**src/rtl/ahb_cmd_master.sv**
```systemverilog
// ahb_cmd_master
// Converts one word-sized burst command at a time into AHB-Lite initiator
// transfers. Address phases are pipelined against data phases, so a burst
// runs without IDLE gaps. A NONSEQ is re-issued whenever the burst crosses a
// 1KB boundary. ERROR responses cancel whatever is left of the burst.
//
// Command handshake: a command is taken at a rising HCLK edge where
// cmd_valid and cmd_ready are both 1. cmd_ready is 1 only while the FSM is
// in IDLE, and cmd_valid is ignored in every other state. The command
// fields are latched at that edge, so the source may change them afterwards.
// wd_data must hold the next write beat for the whole write command.
// wd_pop marks the edge at which that beat was taken.
module ahb_cmd_master (
    input  logic        HCLK,
    input  logic        HRESETn,
    input  logic        cmd_valid,
    output logic        cmd_ready,
    input  logic        cmd_write,
    input  logic [31:0] cmd_addr,
    input  logic [3:0]  cmd_len,
    input  logic [31:0] wd_data,
    output logic        wd_pop,
    output logic        rd_valid,
    output logic [31:0] rd_data,
    output logic        done,
    output logic        err,
    output logic [31:0] HADDR,
    output logic [1:0]  HTRANS,
    output logic        HWRITE,
    output logic [2:0]  HSIZE,
    output logic [2:0]  HBURST,
    output logic [31:0] HWDATA,
    input  logic [31:0] HRDATA,
    input  logic        HREADY,
    input  logic [1:0]  HRESP,
    output logic [1:0]  dbg_state
);

    typedef enum logic [1:0] {
        ST_IDLE = 2'd0,
        ST_ADDR = 2'd1,
        ST_DATA = 2'd2,
        ST_ERR  = 2'd3
    } state_t;

    localparam logic [1:0] HT_IDLE   = 2'b00;
    localparam logic [1:0] HT_NONSEQ = 2'b10;
    localparam logic [1:0] HT_SEQ    = 2'b11;
    localparam logic [2:0] HB_SINGLE = 3'b000;
    localparam logic [2:0] HB_INCR   = 3'b001;
    localparam logic [2:0] HS_WORD   = 3'b010;

    state_t      state, state_nxt;
    logic [3:0]  beats_left, beats_left_nxt;   // address phases still to issue after the current one
    logic        dp_active, dp_active_nxt;     // a data phase is on the bus this cycle
    logic        dp_write, dp_write_nxt;       // direction of that data phase
    logic [31:0] haddr_nxt;
    logic [1:0]  htrans_nxt;
    logic        hwrite_nxt;
    logic [2:0]  hburst_nxt;
    logic [31:0] hwdata_nxt;
    logic [31:0] rd_data_nxt;
    logic        wd_pop_nxt, rd_valid_nxt, done_nxt, err_nxt;
    logic        resp_err;
    logic [31:0] next_addr;

    // Any non-OKAY response (01, 10, 11) counts as an error.
    assign resp_err  = (HRESP != 2'b00);
    assign next_addr = HADDR + 32'd4;
    assign cmd_ready = (state == ST_IDLE);
    assign dbg_state = state;
    // Transfers are always word-sized, so the size is a constant.
    assign HSIZE     = HS_WORD;

    // Next-state and next-output logic; everything holds unless a step below changes it.
    always_comb begin
        state_nxt      = state;
        beats_left_nxt = beats_left;
        dp_active_nxt  = dp_active;
        dp_write_nxt   = dp_write;
        haddr_nxt      = HADDR;
        htrans_nxt     = HTRANS;
        hwrite_nxt     = HWRITE;
        hburst_nxt     = HBURST;
        hwdata_nxt     = HWDATA;
        rd_data_nxt    = rd_data;
        wd_pop_nxt     = 1'b0;
        rd_valid_nxt   = 1'b0;
        done_nxt       = 1'b0;
        err_nxt        = 1'b0;

        unique case (state)
            ST_IDLE: begin
                if (cmd_valid) begin
                    haddr_nxt      = {cmd_addr[31:2], 2'b00};
                    htrans_nxt     = HT_NONSEQ;
                    hwrite_nxt     = cmd_write;
                    hburst_nxt     = (cmd_len == 4'd0) ? HB_SINGLE : HB_INCR;
                    beats_left_nxt = cmd_len;
                    dp_active_nxt  = 1'b0;
                    state_nxt      = ST_ADDR;
                end
            end

            ST_ADDR, ST_DATA: begin
                if (dp_active && resp_err) begin
                    // First cycle of a two-cycle error: withdraw any pending beat.
                    htrans_nxt    = HT_IDLE;
                    dp_active_nxt = 1'b0;
                    if (HREADY) begin
                        done_nxt  = 1'b1;
                        err_nxt   = 1'b1;
                        state_nxt = ST_IDLE;
                    end else begin
                        state_nxt = ST_ERR;
                    end
                end else if (HREADY) begin
                    if (dp_active && !dp_write) begin
                        rd_data_nxt  = HRDATA;
                        rd_valid_nxt = 1'b1;
                    end
                    if (state == ST_ADDR) begin
                        // Current address phase completes; its data phase starts now.
                        dp_active_nxt = 1'b1;
                        dp_write_nxt  = HWRITE;
                        if (HWRITE) begin
                            hwdata_nxt = wd_data;
                            wd_pop_nxt = 1'b1;
                        end
                        if (beats_left != 4'd0) begin
                            haddr_nxt      = next_addr;
                            htrans_nxt     = (next_addr[9:0] == 10'd0) ? HT_NONSEQ : HT_SEQ;
                            beats_left_nxt = beats_left - 4'd1;
                        end else begin
                            htrans_nxt = HT_IDLE;
                            state_nxt  = ST_DATA;
                        end
                    end else begin
                        dp_active_nxt = 1'b0;
                        done_nxt      = 1'b1;
                        state_nxt     = ST_IDLE;
                    end
                end
            end

            ST_ERR: begin
                if (HREADY) begin
                    done_nxt  = 1'b1;
                    err_nxt   = 1'b1;
                    state_nxt = ST_IDLE;
                end
            end

            default: state_nxt = ST_IDLE;
        endcase
    end

    // State and registered outputs; asynchronous active-low reset.
    always_ff @(posedge HCLK or negedge HRESETn) begin
        if (!HRESETn) begin
            state      <= ST_IDLE;
            beats_left <= 4'd0;
            dp_active  <= 1'b0;
            dp_write   <= 1'b0;
            HADDR      <= 32'd0;
            HTRANS     <= HT_IDLE;
            HWRITE     <= 1'b0;
            HBURST     <= HB_SINGLE;
            HWDATA     <= 32'd0;
            rd_data    <= 32'd0;
            wd_pop     <= 1'b0;
            rd_valid   <= 1'b0;
            done       <= 1'b0;
            err        <= 1'b0;
        end else begin
            state      <= state_nxt;
            beats_left <= beats_left_nxt;
            dp_active  <= dp_active_nxt;
            dp_write   <= dp_write_nxt;
            HADDR      <= haddr_nxt;
            HTRANS     <= htrans_nxt;
            HWRITE     <= hwrite_nxt;
            HBURST     <= hburst_nxt;
            HWDATA     <= hwdata_nxt;
            rd_data    <= rd_data_nxt;
            wd_pop     <= wd_pop_nxt;
            rd_valid   <= rd_valid_nxt;
            done       <= done_nxt;
            err        <= err_nxt;
        end
    end

endmodule

```
**config.mk**
```make
export PLATFORM = sky130hd
export DESIGN_NAME = ahb_cmd_master
export DESIGN_NICKNAME = d
export VERILOG_FILES = /design/src/rtl/ahb_cmd_master.sv
export SDC_FILE = /design/constraint.sdc
export NUM_CORES = 1
export LEC_CHECK = 0
export CAP_MARGIN = 20
export CORE_ASPECT_RATIO = 1.5
export CORE_UTILIZATION = 30
export CTS_BUF_LIST = sky130_fd_sc_hd__clkbuf_2 sky130_fd_sc_hd__clkbuf_4 sky130_fd_sc_hd__clkbuf_8
export DETAILED_ROUTE_END_ITERATION = 10
export GPL_TIMING_DRIVEN = 1
export PLACE_DENSITY = 0.67
export SYNTH_ARGS = -nofsm -noshare
export SYNTH_HDL_FRONTEND = slang
export SYNTH_SLANG_ARGS = --single-unit
```
**constraint.sdc**
```tcl
create_clock -name HCLK -period 3.6 [get_ports HCLK]
set_input_delay 0.72 -clock HCLK [delete_from_list [all_inputs] [get_ports HCLK]]
set_output_delay 0.72 -clock HCLK [all_outputs]
set_load 0.005 [all_outputs]
```
After elaboration in Yosys (flattened, before gate mapping)
Index checks and enable logic that the tools add are counted.

word-level totals
  output and inout port bits = 112
  bits in registers = 114
  logic and storage cells = 96

operators by class
  mux-type cells = 49
  equal/unequal tests = 12
  add/sub/neg operators = 2
  bitwise gates (word level) = 1
  reductions and logical operators = 18

operator list
  kind                                               count
  two-way mux 32 bit                                 5
  case mux 32 bit (2 select lines)                   1
  adder 32 x 3 -> 32 bit (second input constant)     1
  two-way mux 2 bit                                  12
  two-way mux 1 bit                                  20
  two-way mux 4 bit                                  5
  AND reduction 4 bit                                4
  inequality test 2 bit (second input constant)      6
  zero test 10 bit                                   1
  case mux 4 bit (2 select lines)                    1
  inequality test 3 bit (second input constant)      2
  case mux 1 bit (2 select lines)                    3
  case mux 2 bit (3 select lines)                    1
  AND reduction 6 bit                                1
  AND reduction 5 bit                                1
  == test 2 bit (second input constant)              2
  zero test 4 bit                                    1
  inequality test 4 bit (second input constant)      1
  case mux 2 bit (2 select lines)                    1
  nonzero test 2 bit                                 2
  nonzero test 4 bit                                 1
  subtractor 4 x 1 -> 4 bit (second input constant)  1
  AND reduction 3 bit                                1
  == test 2 x 1 -> 1 bit (second input constant)     1
  6 further kinds                                    7

Longest topological paths before layout
  word-level depth = 8
  depth in mapped cells = 10
  gate-level depth less buffers = 7

Least setup slack after synthesis
Ideal clock, no wire load.

  path kind = reg-to-reg
  start point = register state[0] (netlist: dbg_state[0])
  end point = register HADDR[25]
  setup slack = 1.276 ns
  required time = 3.469 ns
  clock period less this slack = 2.324 ns
  cell stages (with the launch flop) = 9
  arrival time = 2.193 ns
  cells stage by stage = dfrtp_1 inv_1 ha_1 nor2b_1 a2111oi_4 nand2b_1 buf_2 a22o_1 or3_1

RTL lines
  what                                                                          line  text
  start: declaration                                                            53    state_t state, state_nxt;
  start signal: assignment                                                      176   state <= state_nxt;
  zero test 2 bit (*)                                                           n/a
  via cmd_ready                                                                 17    output logic cmd_ready,
  inequality test 2 bit (no source line) or nonzero test 2 bit (tied branches)  n/a
  AND reduction 6 bit (no source line)                                          n/a
  end signal: assignment                                                        180   HADDR <= haddr_nxt;
  end: declaration                                                              27    output logic [31:0] HADDR,

Mark *: on every way through the listed nets, which the timed path passes. The rest lies on a longest branch.
A chain may end at the register's enable or synchronous reset.

Worst setup path after layout
  start point = register state[0] (netlist: dbg_state[0])
  end point = register HADDR[31]

on the way
  longest elaborated chain between the ends = 4

ends and longest elaborated chain
  what                                                                          line     text
  == test 2 x 1 -> 1 bit or == test 2 bit (tied branches)                       92, 122
  OR reduction 2 bit                                                            92       unique case (state)
  inequality test 2 bit (no source line) or nonzero test 2 bit (tied branches)  n/a
  AND reduction 6 bit (no source line)                                          n/a

Several ways; a longest one is shown, not always the timed one.

==> metrics.log <==
INFO  metric post-cts-setup-buffers = 0
INFO  metric die_width = 111.3 um
INFO  metric route.vias.total = 4719
INFO  metric worst_pin_slew = 0.8810 ns
INFO  metric netlist_instances = 493
INFO  metric finalWorstPathRequiredPeriod = ~2.7 ns
INFO  metric critPathArrivalTime = 3.01 ns
INFO  metric finalCoreUtilization = 0.4530
INFO  metric number_of_buffers_added_on_ports = roughly 210
INFO  metric pre_cts_ws = 0.5969 ns
INFO  metric final.setup_skew = 0.02220 ns
INFO  metric grt_start_max_net_pins = 63
INFO  metric postSynth.asyncResetShare = 1.000
INFO  metric die_area = 18470 um2
INFO  metric synth-seq-area-share = 0.5121
INFO  metric finalHoldViolCount = 0
INFO  metric synth_area = 5375 um2
INFO  metric ioPinCount = 219
INFO  metric syn_avg_cell_area = 10.90 um2
INFO  metric yosys_register_bits = 110
INFO  metric wire_length_after_detailed_routing = between 15 and 20 mm
INFO  metric tritoncts = yes
INFO  metric grt_usage = 0.1738
INFO  metric drc_errors = 28
INFO  metric setup.worst_path.start_class = register
INFO  metric syn_to_final_growth = 46.81%
INFO  metric synth.yosys.warnings = 0
INFO  metric worstSkewPairLatency = 0.39 ns
INFO  metric tritoncts.num_buffers = 9
INFO  metric cts.clk_slew.worst_paths = ~0.13 ns
INFO  metric cts_num_sinks = 110
INFO  metric antenna-diode-count = 0
INFO  metric max_clock_freq = 370.3 MHz
INFO  metric first_global_vias = roughly 4900
INFO  metric hold_class = in2async
INFO  metric edff_count_synth = 0
INFO  metric final_antenna_net_count = 0
INFO  metric initial_cell_density_of_the_core = 0.3085
INFO  metric netlist.area_leader.share = 0.5121
INFO  metric critPathTopFamily = simple AND/OR/NAND/NOR gates
INFO  metric netlist.top_cell.by_area = sky130_fd_sc_hd__dfrtp_1
INFO  metric cellPowerDensity = 905.8 nW/um2
INFO  metric critical_path.cell_chain = inv_1, ha_1, nor2b_1, a2111o_1, nor2_1, buf_4, o22ai_1, nor3_1
INFO  metric violations_in_the_final_reports = design-rule violations
INFO  metric die_h = 165.9 um
INFO  metric first_pass_iters = 7
INFO  metric synth_area_leaders = sky130_fd_sc_hd__dfrtp_1 51%, sky130_fd_sc_hd__mux2_2 14%, sky130_fd_sc_hd__nand2_1 2.9%
INFO  metric core = 17420 um2
INFO  metric maxCapViolCount = 0
INFO  metric max_buffers_root_to_sink = 2
INFO  metric std_cell_rows = 59
INFO  metric critPathMaxFanout = 17
INFO  metric critPathBufInv = 2
INFO  metric num-fill-cells = 1649
INFO  metric wire_per_inst = ~17 um
INFO  metric synth_unique_cells = 58
INFO  metric timing_worst_setup_path_type = reg2reg
INFO  metric setup_viol_count_final = 0
INFO  metric critical-path-max-stage-delay = roughly 0.57 ns
INFO  metric p_leak = 3.264 nW
INFO  metric timing.slew.headroom = 0.4081
INFO  metric vias_per_inst = between 5 and 6
INFO  metric fin_crit_sh = 0.7502
INFO  metric postLayoutSetupSlackWorst = 0.8993 ns
INFO  metric cpMaxStageDelayCell = sky130_fd_sc_hd__a2111o_1
INFO  metric fin_tns_setup = 0 ns
INFO  metric detailedPlacementHpwl = between 10 and 15 mm
INFO  metric worstPathRequired = 3.91 ns
INFO  metric final-max-slew-violation-count = 0
INFO  metric cts.hold.buffers_added = 0
INFO  metric final_layout_size_suffix_gt1_frac = 0.1494
INFO  metric grt_antenna_before_repair = 0
INFO  metric rsz0062_at_grt = false
INFO  metric synth.top_cells.by_count = 110 x sky130_fd_sc_hd__dfrtp_1, 67 x sky130_fd_sc_hd__mux2_2, 41 x sky130_fd_sc_hd__nand2_1
INFO  metric gpl_wtd_cong = 0.8209
INFO  metric finish.net_count = 814
INFO  metric outcome = finished with violations
INFO  metric first_pass_grt_wire_length = 25.52 mm
INFO  metric grt-ovfl-total = 0
INFO  metric detailedRoute.firstIterationViolations = approximately 190
INFO  metric cts_root_buffer = sky130_fd_sc_hd__clkbuf_8
INFO  metric number_of_cells_upsized_or_downsized_after_cts = 0
INFO  metric timing.critical_path.to_type = register
INFO  metric yosys.cell_count.top_type = sky130_fd_sc_hd__dfrtp_1
INFO  metric leading_register_cell_type_out_of_synthesis = sky130_fd_sc_hd__dfrtp_1
INFO  metric irDropWorstVdd = approximately 0.00034 V
INFO  metric cts-htree-levels = 3
[cell type report]
class,instances,area [um2],area share
clock inverters,7,75.07,0.009513
repair buffers,223,2207,0.2797
multi-input cells,342,2421,0.3068
inverters,12,45.04,0.005708
well taps,213,266.5,0.03377
clock buffers,9,123.9,0.01570
flip-flops and latches,110,2753,0.3488
[power breakdown]
group	total, mW	internal [mW]	switching (mW)
registers	2.42	1.86	0.561
clock network	0.762	0.274	0.488
logic	3.97	2.16	1.81
[final timing paths]
check / from / endpoint / slack (ns) / cells after the start
min in group HCLK: HTRANS[0] / HTRANS[0] / 0.50 / 2
min: HRESETn / rd_data[16] / 0.32 / 1
max reg2reg: dbg_state[0] / HADDR[31] / 0.90 / 8
max in group asynchronous: HRESETn / HWDATA[22] / 2.43 / 2
min reg2reg: HTRANS[0] / HTRANS[0] / 0.50 / 2
max: dbg_state[0] / HADDR[31] / 0.90 / 8
[through the flow]
| stage | hold WS, ns | total power, mW | cells | area [um2] |
|---|---|---|---|---|
| floorplan | 0.4244 | 4.442 | 498 | 5394 |
| global placement | 0.4655 | 6.266 | 900 | 7692 |
| detailed placement | 0.4750 | 6.423 | 900 | 7692 |
| CTS | 0.3370 | 7.200 | 916 | 7891 |
| global route | 0.3561 | 7.664 | 916 | 7891 |
| finish | 0.3231 | 7.148 | 916 | 7891 |
[logic make-up (layout without fill, tap and decap cells)]
| family | count (synthesis) | in the layout | share of synthesized area |
|---|---|---|---|
| compound gates | 99 | 99 | 0.1224 |
| xor+xnor | 1 | 1 | 0.001630 |
| fa+ha+maj | 9 | 9 | 0.02095 |
| buf+inv | 46 | 251 | 0.04097 |
| flops | 110 | 110 | 0.5121 |
| mux | 72 | 72 | 0.1497 |
| other cells | 2 | 7 | 0.001397 |
| simple gates | 154 | 154 | 0.1508 |
[state kept, by name (all words and copies together) (netlist names)]
register and count:
HADDR 30, HBURST 1, HTRANS 2, HWDATA 32, HWRITE 1, beats_left 4
dbg_state 2, done 1, dp_active 1, dp_write 1, err 1, rd_data 32
rd_valid 1, wd_pop 1
[cell usage in the layout, fill, tap and decap left out, types with 2 or more instances in the layout]
cell	n
sky130_fd_sc_hd__a21oi_1	23
sky130_fd_sc_hd__a221oi_1	2
sky130_fd_sc_hd__a22o_1	2
sky130_fd_sc_hd__a22oi_1	10
sky130_fd_sc_hd__a311oi_1	2
sky130_fd_sc_hd__and2_1	3
sky130_fd_sc_hd__and3_1	4
sky130_fd_sc_hd__buf_4	14
sky130_fd_sc_hd__clkbuf_8	9
sky130_fd_sc_hd__clkdlybuf4s50_1	208
sky130_fd_sc_hd__clkinv_8	2
sky130_fd_sc_hd__conb_1	7
sky130_fd_sc_hd__dfrtp_1	110
sky130_fd_sc_hd__ha_1	9
sky130_fd_sc_hd__inv_1	12
sky130_fd_sc_hd__inv_6	2
sky130_fd_sc_hd__mux2_2	67
sky130_fd_sc_hd__mux2i_1	5
sky130_fd_sc_hd__nand2_1	41
sky130_fd_sc_hd__nand2b_1	4
sky130_fd_sc_hd__nand3_1	17
sky130_fd_sc_hd__nand3b_1	2
sky130_fd_sc_hd__nand4_1	9
sky130_fd_sc_hd__nor2_1	27
sky130_fd_sc_hd__nor2b_1	6
sky130_fd_sc_hd__nor3_1	14
sky130_fd_sc_hd__nor4_1	13
sky130_fd_sc_hd__nor4b_1	2
sky130_fd_sc_hd__o211ai_1	3
sky130_fd_sc_hd__o21ai_0	22
sky130_fd_sc_hd__o21bai_1	2
sky130_fd_sc_hd__o22ai_1	11
sky130_fd_sc_hd__o2bb2ai_1	2
sky130_fd_sc_hd__o31ai_1	6
sky130_fd_sc_hd__or3_1	3
sky130_fd_sc_hd__or4_1	2
[routing by layer]
| layer | GRT usage | vias up | part of all wire |
|---|---|---|---|
| met2 | 0.3201 | 196 | 0.53 |
| met5 | 0 | - | 0 |
| met4 | 0.08989 | 0 | 0.041 |
| met1 | 0.1846 | 2287 | 0.36 |
| met3 | 0.03650 | 40 | 0.068 |
| li1 | - | 2196 | - |
(Power assumes the default switching activity.)
